--- src/rtl/fir_pkg.sv ---
// Shared definitions for the complex FIR output stage.
// Holds the datapath widths, the accumulator type, the two FSM state codes and the
// round/saturate helper that maps an accumulated sum onto a 32-bit output sample.
package fir_pkg;

    localparam int unsigned NLANES  = 5;   // complex multiplier lanes per beat
    localparam int unsigned PW      = 54;  // signed product width per lane
    localparam int unsigned ACCW    = 60;  // signed accumulator width
    localparam int unsigned OUTW    = 32;  // output sample width
    localparam int unsigned SHIFT   = 22;  // fixed-point alignment shift
    localparam int unsigned MAXBEAT = 3;   // maximum beats per output sample
    localparam int unsigned CNTW    = 2;   // beat counter width, holds 0..MAXBEAT

    typedef logic signed [ACCW-1:0] acc_t;
    typedef logic signed [OUTW-1:0] out_t;

    // FSM state codes
    localparam logic [0:0] IDLE = 1'b0;
    localparam logic [0:0] ACC  = 1'b1;

    localparam acc_t ROUND_BIAS = acc_t'(1) << (SHIFT - 1);
    localparam acc_t OUT_MAX    = acc_t'({1'b0, {(OUTW - 1){1'b1}}});
    localparam acc_t OUT_MIN    = -OUT_MAX - acc_t'(1);

    // Round half toward +inf, then clamp to the signed 32-bit range.
    // ACCW leaves enough headroom that the bias addition never wraps.
    function automatic out_t sat_round(acc_t a);
        acc_t r;
        r = (a + ROUND_BIAS) >>> SHIFT;
        if (r > OUT_MAX) begin
            sat_round = {1'b0, {(OUTW - 1){1'b1}}};
        end else if (r < OUT_MIN) begin
            sat_round = {1'b1, {(OUTW - 1){1'b0}}};
        end else begin
            sat_round = r[OUTW-1:0];
        end
    endfunction

endpackage

--- src/rtl/fir_lane_sum.sv ---
// Combinational sum of the NLANES signed lane products of one beat.
// Ports:
//   prod_i  packed signed lane products, lane k = prod_i[k*PW +: PW]
//   sum_o   signed sum, sign-extended to the accumulator width
module fir_lane_sum
    import fir_pkg::*;
(
    input  logic [NLANES*PW-1:0] prod_i,
    output logic [ACCW-1:0]      sum_o
);

    acc_t sum;

    always_comb begin
        sum = '0;
        for (int k = 0; k < int'(NLANES); k++) begin
            sum = sum + acc_t'($signed(prod_i[k*PW +: PW]));
        end
    end

    assign sum_o = sum;

endmodule

--- src/rtl/fir_accum_out.sv ---
// Output stage of the 29-tap complex FIR.
// Sums the lane products of each beat (S1), accumulates the beats of one output sample
// and checks the beat framing (S2), then rounds/saturates into FI/FQ (S3).
// Ports:
//   Clk, Reset          rising-edge clock, asynchronous active-low reset
//   ProdValid/First/Last beat strobe and sample framing flags
//   ProdI, ProdQ        packed signed lane products (real, imaginary)
//   PushOut             one-cycle strobe, FI/FQ hold a new output
//   FI, FQ              rounded/saturated signed outputs, held between pushes
//   ErrSeq              one-cycle strobe on a framing violation
module fir_accum_out
    import fir_pkg::*;
(
    input  logic                 Clk,
    input  logic                 Reset,
    input  logic                 ProdValid,
    input  logic                 ProdFirst,
    input  logic                 ProdLast,
    input  logic [NLANES*PW-1:0] ProdI,
    input  logic [NLANES*PW-1:0] ProdQ,
    output logic                 PushOut,
    output logic [OUTW-1:0]      FI,
    output logic [OUTW-1:0]      FQ,
    output logic                 ErrSeq
);

    logic [ACCW-1:0] lane_i, lane_q;

    fir_lane_sum u_sum_i (.prod_i(ProdI), .sum_o(lane_i));
    fir_lane_sum u_sum_q (.prod_i(ProdQ), .sum_o(lane_q));

    // S1: registered beat sum
    logic s1_valid_q, s1_first_q, s1_last_q;
    acc_t s1_i_q, s1_q_q;

    always_ff @(posedge Clk or negedge Reset) begin
        if (!Reset) begin
            s1_valid_q <= 1'b0;
            s1_first_q <= 1'b0;
            s1_last_q  <= 1'b0;
            s1_i_q     <= '0;
            s1_q_q     <= '0;
        end else begin
            s1_valid_q <= ProdValid;
            s1_first_q <= ProdFirst;
            s1_last_q  <= ProdLast;
            s1_i_q     <= lane_i;
            s1_q_q     <= lane_q;
        end
    end

    // S2: framing FSM and accumulator
    logic [0:0]      state_q, state_d;
    logic [CNTW-1:0] cnt_q, cnt_d, cnt_inc;
    acc_t            acc_i_q, acc_i_d, acc_q_q, acc_q_d;
    acc_t            tot_i_q, tot_i_d, tot_q_q, tot_q_d;
    acc_t            sum_i, sum_q;
    logic            emit_q, emit_d, err_q, err_d;

    always_comb begin
        state_d = state_q;
        cnt_d   = cnt_q;
        acc_i_d = acc_i_q;
        acc_q_d = acc_q_q;
        tot_i_d = tot_i_q;
        tot_q_d = tot_q_q;
        emit_d  = 1'b0;
        err_d   = 1'b0;
        sum_i   = acc_i_q + s1_i_q;
        sum_q   = acc_q_q + s1_q_q;
        cnt_inc = cnt_q + 1'b1;
        if (s1_valid_q) begin
            if (state_q == ACC && !s1_first_q) begin
                if (s1_last_q) begin
                    emit_d  = 1'b1;
                    tot_i_d = sum_i;
                    tot_q_d = sum_q;
                    state_d = IDLE;
                end else if (cnt_inc == CNTW'(MAXBEAT)) begin
                    // Sample would run past MAXBEAT beats: discard it
                    err_d   = 1'b1;
                    state_d = IDLE;
                end else begin
                    acc_i_d = sum_i;
                    acc_q_d = sum_q;
                    cnt_d   = cnt_inc;
                end
            end else begin
                // IDLE, or a First beat arriving mid-sample which restarts the sample
                err_d = (state_q == ACC) || !s1_first_q;
                if (!s1_first_q) begin
                    state_d = IDLE;
                end else begin
                    acc_i_d = s1_i_q;
                    acc_q_d = s1_q_q;
                    if (s1_last_q) begin
                        emit_d  = 1'b1;
                        tot_i_d = s1_i_q;
                        tot_q_d = s1_q_q;
                        state_d = IDLE;
                    end else begin
                        cnt_d   = CNTW'(1);
                        state_d = ACC;
                    end
                end
            end
        end
    end

    always_ff @(posedge Clk or negedge Reset) begin
        if (!Reset) begin
            state_q <= IDLE;
            cnt_q   <= '0;
            acc_i_q <= '0;
            acc_q_q <= '0;
            tot_i_q <= '0;
            tot_q_q <= '0;
            emit_q  <= 1'b0;
            err_q   <= 1'b0;
        end else begin
            state_q <= state_d;
            cnt_q   <= cnt_d;
            acc_i_q <= acc_i_d;
            acc_q_q <= acc_q_d;
            tot_i_q <= tot_i_d;
            tot_q_q <= tot_q_d;
            emit_q  <= emit_d;
            err_q   <= err_d;
        end
    end

    // S3: round/saturate and output register
    logic            push_q;
    logic [OUTW-1:0] fi_q, fq_q;

    always_ff @(posedge Clk or negedge Reset) begin
        if (!Reset) begin
            push_q <= 1'b0;
            fi_q   <= '0;
            fq_q   <= '0;
        end else begin
            push_q <= emit_q;
            if (emit_q) begin
                fi_q <= sat_round(tot_i_q);
                fq_q <= sat_round(tot_q_q);
            end
        end
    end

    assign PushOut = push_q;
    assign FI      = fi_q;
    assign FQ      = fq_q;
    assign ErrSeq  = err_q;

endmodule

--- config.mk ---
export PLATFORM = sky130hd
export DESIGN_NAME = fir_accum_out
export DESIGN_NICKNAME = d
export VERILOG_FILES = /design/src/rtl/fir_pkg.sv /design/src/rtl/fir_lane_sum.sv /design/src/rtl/fir_accum_out.sv
export SDC_FILE = /design/constraint.sdc
export NUM_CORES = 2
export LEC_CHECK = 0
export CAP_MARGIN = 20
export CORE_MARGIN = 1
export CORE_UTILIZATION = 45
export CTS_CLUSTER_SIZE = 40
export DETAILED_ROUTE_END_ITERATION = 10
export PLACE_DENSITY = 0.77
export SYNTH_ARGS = -nofsm -noshare
export SYNTH_HDL_FRONTEND = slang
export SYNTH_HIERARCHICAL = 1
export SYNTH_SLANG_ARGS = --single-unit
--- constraint.sdc ---
create_clock -name Clk -period 3.4 [get_ports Clk]
set_input_delay 0.34 -clock Clk [delete_from_list [all_inputs] [get_ports Clk]]
set_output_delay 0.34 -clock Clk [all_outputs]
set_load 0.03 [all_outputs]
* Word level (Yosys, flattened, before mapping)
Index checks and enable logic that the tools add are counted.
** Cells by class
- $add $sub $neg :: 13
- Reduce and logical (&&, ||, !) cells :: 8
- Equal/unequal tests :: 4
- Magnitude comparators :: 4
- Multiplexer cells :: 38
- Bitwise gates (word level) :: 1
** Operator list (count)
- $mux W60 :: 16
- $add A60 B54 Y60 :: 4
- $mux W32 :: 4
- $add A60 B23 Y60 const B :: 2
- $add A60 B60 Y60 :: 2
- $add A55 B54 Y56 :: 2
- $add A54 B54 Y55 :: 2
- $gt A38 B32 Y1 const B :: 2
- $lt A38 B32 Y1 const B :: 2
- $mux W1 :: 13
- $mux W2 :: 5
- $reduce_and A4 Y1 :: 2
- $ne A2 B2 Y1 const B :: 2
- $ne A3 B2 Y1 const B :: 1
- $reduce_and A3 Y1 :: 1
- $add A2 B1 Y2 const B :: 1
- $eq A2 B2 Y1 const B :: 1
- $reduce_and A2 Y1 :: 1
- $reduce_bool A2 Y1 :: 1
- $logic_and A1 B1 Y1 :: 1
- $logic_not A1 Y1 :: 1
- $logic_or A1 B1 Y1 :: 1
- $not A1 Y1 :: 1
** Storage, ports and cells
- Input bits :: 545
- Flip-flop bits (word level) :: 433

* Longest topological paths before layout
- Word-level depth :: 6
- Mapped depth :: 19

* Modules after synthesis
Netlist, hierarchy kept.
** By module, submodules not included
- fir_accum_out :: cells an instance 2476, area each 22135.0 µm², instances 1
- fir_lane_sum at u_sum_q :: cells an instance 1188, area each 8568.2 µm², instances 1
- fir_lane_sum at u_sum_i :: cells an instance 1131, area each 8363.0 µm², instances 1

* Worst setup path before layout
Ideal clock, no wire load.
- Kind :: in2reg
- From :: input port ProdI[2]
- To :: register s1_i_q[52]
- Slack :: -0.879 ns
- Data required time :: 3.277 ns
- Cell stages on the path :: 17
- Arrival time :: 4.155 ns
- Path through :: inv_1 > fa_1 > inv_1 > fa_1 > inv_1 > fa_1 > inv_1 > ha_1 > a211oi_1 > o21bai_1 > a21oi_1 > o31ai_2 > a2111oi_2 > nor3b_1 > o2111a_1 > a21bo_1 > xor2_1
** Between the ends
- Cells in the longest elaborated chain, start to end :: 4
** Ends and longest elaborated chain
- from (decl) :: line fir_accum_out.sv:19 : input logic [NLANES*PW-1:0] ProdI,
- $add A54 B54 Y55 :: line fir_lane_sum.sv:17 : sum = sum + acc_t'($signed(prod_i[k*PW +: PW]));
- $add A55 B54 Y56 :: line fir_lane_sum.sv:17
- $add A60 B54 Y60 (2 in a row) :: line fir_lane_sum.sv:17
- named net lane_i[52] :: line fir_accum_out.sv:27 : logic [ACCW-1:0] lane_i, lane_q;
- to (signal assigned) :: line fir_accum_out.sv:47 : s1_i_q <= lane_i;
- to (decl) :: line fir_accum_out.sv:34 : acc_t s1_i_q, s1_q_q;
The timed path passes the listed nets, and every way through them passes these cells.
A chain may end at the register's enable or synchronous reset.

* Worst setup path in the final report
- From :: input port ProdQ[27]
- To :: register s1_q_q[59]
** Between the ends
- Cells in the longest elaborated chain, start to end :: 4
** Ends and longest elaborated chain
- from (decl) :: line fir_accum_out.sv:20 : input logic [NLANES*PW-1:0] ProdQ,
- $add A54 B54 Y55 :: line fir_lane_sum.sv:17
- $add A55 B54 Y56 :: line fir_lane_sum.sv:17
- $add A60 B54 Y60 (2 in a row) :: line fir_lane_sum.sv:17
- to (signal assigned) :: line fir_accum_out.sv:48 : s1_q_q <= lane_q;
- to (decl) :: line fir_accum_out.sv:34
No other way between the ends.

==> impl_metrics.json <==
{
  "synth_ff_type": "dfrtp_1",
  "finalSetupViolCount": 118,
  "synth_enable_flop_cells": 0,
  "antenna_found_initial": 3,
  "wl_um": 134100,
  "ir_worst_vdd_mv": 0.6495,
  "status": "finished, violations left",
  "use_met1_pct": 35.72,
  "track_usage_pct": 28.04,
  "ios": 611,
  "syn_area_per_cell_um2": 8.147,
  "nNetsFinal": 7275,
  "worst_setup_path_start_kind": "input port",
  "synthMostInstantiatedCell": "inv_1",
  "die_h_um": 296.6,
  "critical_path_required_ns": 3.82,
  "area_growth_pct": 50.54,
  "drive_above_1_share_pct": 32.36,
  "drt_first_pass_iters": 6,
  "multi_input_area_um2": 29170,
  "top_usage_layer": "met2",
  "place_congestion": 0.9457,
  "rsz0062_at_grt": "yes",
  "ant_nets": 0,
  "drv_slew": 0,
  "max_freq_mhz": 243.7,
  "synth_top_area_share_pct": 25.05,
  "use_met3_pct": 4.102,
  "violations": "setup timing",
  "power_density_nw_per_um2": 1113,
  "diodes": 0,
  "critPathCaptureType": "flop",
  "max-cap-violations": 0,
  "synth.largest_area_cell": "dfrtp_1",
  "regArea_um2": 9792,
  "core.rowCount": 107,
  "synthCells": 4795,
  "hp-class": "in -> reg",
  "cts_tree": "yes",
  "vias": 39690,
  "wl_per_cell_um": 18.27,
  "grt_max_degree": 167,
  "grt.overflow.total": 0,
  "netlist_area_um2": 39070,
  "hpwl_um": 92570,
  "slew_headroom_pct": 35.12,
  "grt_pass1_wl_um": 199300,
  "htree_num_levels": 2,
  "fin_skew_ns": 0.03407,
  "start_util_pct": 45.67,
  "drt_iter0_markers": 2790,
  "drc": 0,
  "synth_common_cells": "1067 x inv_1, 444 x nand2_1, 391 x dfrtp_1",
  "portBuffers": 610,
  "place_ws_ns": -1.778,
  "holdWs_ns": 0.2067,
  "period_share_pct": 120.7,
  "grt_util_met2_pct": 48.33,
  "synthArstFlopShare_pct": 100.0,
  "worst_slew_pin_slew_ns": 0.9631,
  "worst-setup-path-type": "in -> reg",
  "hold_viol_final": 0,
  "cellLeakagePower_uw": 0.02892,
  "cp.arrival_ns": 4.52,
  "fillers": 6048,
  "synth_warnings": 6,
  "numCtsBuffers": 42,
  "synth_area_leaders": "dfrtp_1 25%, fa_1 17%, inv_1 10%",
  "clockBufferDepth": 3,
  "ys_types": 92,
  "finalWorstSetupSlack_ns": -0.7037,
  "die_area_um2": 88000,
  "root_buffer": "clkbuf_16",
  "clkTransAtPathRegs_ns": 0.06,
  "clock-sinks": 391,
  "clk-insertion-delay-late_ns": 0.59,
  "grt_pass1_vias": 39910,
  "core_area_um2": 85550,
  "crit_fanout": 3,
  "yosysSeqAreaShare_pct": 25.05,
  "die_w_um": 296.6,
  "fin_crit_ns": 4.104,
  "synthesis.nets": 5907,
  "ys_ff_latch": 391,
  "viasPerCell": 5.408
}
## placed cells by master, fill, tap and decap left out, types with 57 or more instances in the layout
master,instances
o21ai_0,206
dfrtp_1,385
buf_6,163
fa_1,312
xnor2_1,140
buf_2,57
a21oi_2,89
dlygate4sd2_1,107
o21ai_1,64
nand2_1,396
nand3_1,83
nand4_1,75
inv_1,779
buf_4,738
a21o_1,121
inv_2,275
ha_1,120
nor2_1,265
a21oi_1,248
xor2_1,101
clkdlybuf4s50_1,344
ha_4,113
## per-stage QoR
stage / utilization [%] / instance area [µm²] / cells / TNS, ns / total power [µW]
detailed placement: 60.03 / 51350 / 7018 / -144.96 / 47060
global placement: 60.03 / 51350 / 7018 / -135.27 / 46240
finish: 68.75 / 58810 / 7339 / -33.99 / 65430
global route: 68.75 / 58810 / 7339 / -47.59 / 69440
CTS: 66.07 / 56520 / 7270 / -20.94 / 58480
floorplan: - / 39540 / 4795 / -28.12 / 31690
## routing by layer
layer / part of all wire, % / up-vias
met5: 0.019 / -
met4: 4.5 / 4
met3: 6.0 / 500
met2: 50 / 1574
met1: 40 / 19390
li1: - / 18220
## layout make-up
type,count,share of cell area (%)
Sequential cell,391,16.65
Clock buffer,54,1.949
Inverter,1068,6.927
Clock inverter,22,0.4213
Multi-Input combinational cell,3159,49.60
Timing Repair Buffer,1501,22.02
Tap cell,1144,2.434
## repair_timing
| action | CTS | global route |
|---|---|---|
| hold endpoints to repair | 75 | 0 |
| endpoints found under the setup margin | 192 | 248 |
| hold buffers | 1 | 0 |
| gates resized for setup | 1198 | 627 |
| pin swaps | 586 | 475 |
| buffers inserted | 188 | 104 |
## power by group
group | switching (µW) | leakage [µW] | total (µW) | internal (µW)
clock network | 2010 | 0.000684 | 4720 | 2710
logic | 26200 | 0.0236 | 51400 | 25200
registers | 2250 | 0.00465 | 9330 | 7080
total | 30500 | 0.0289 | 65400 | 35000
## logic make-up (layout without fill, tap and decap cells)
logic type / count (synthesis) / count (layout) / synth area share [%]
compound gates: 1162 / 1162 / 18.45
xor+xnor: 279 / 279 / 6.255
fa+ha+maj: 567 / 567 / 24.50
buf+inv: 1245 / 2645 / 12.05
flops: 391 / 391 / 25.05
mux: 20 / 20 / 0.5156
simple gates: 1131 / 1131 / 13.18
## final timing paths
check                                     startpoint                      end  slack (ns)  cells past startpoint
worst max-delay path                       ProdQ[27]     s1_q_q[59]$_DFF_PN0_       -0.70                     18
worst min-delay path                       ProdValid     s1_valid_q$_DFF_PN0_        0.21                      1
worst max register to register  s1_i_q[44]$_DFF_PN0_  tot_i_q[58]$_DFFE_PN0P_       -0.31                     13
worst min register to register  cnt_q[0]$_DFFE_PN0P_     cnt_q[0]$_DFFE_PN0P_        0.47                      1
max in group asynchronous                      Reset     cnt_q[0]$_DFFE_PN0P_        2.07                      4
min in group asynchronous                      Reset      s1_i_q[5]$_DFF_PN0_        0.35                      2
## flip-flops by register name (all words and copies together), names as in the netlist, 32 cells and up
name,flops
tot_i_q,39
tot_q_q,39
FI,32
acc_q_q,60
FQ,32
s1_i_q,60
s1_q_q,60
acc_i_q,60
## critical path, stage by stage
cell and delay [ns]:
buf_8 0.08, inv_8 0.03, fa_1 0.53, inv_1 0.07, fa_1 0.52, inv_1 0.07, fa_1 0.55, inv_2 0.08
ha_4 0.28, nand4_1 0.23, nor3_4 0.26, buf_6 0.15, nand2_1 0.13, a21oi_4 0.30, o211ai_1 0.21, buf_4 0.21
a2111oi_4 0.30, o22ai_2 0.18
Note: power is estimated with default switching activity, not from simulation.
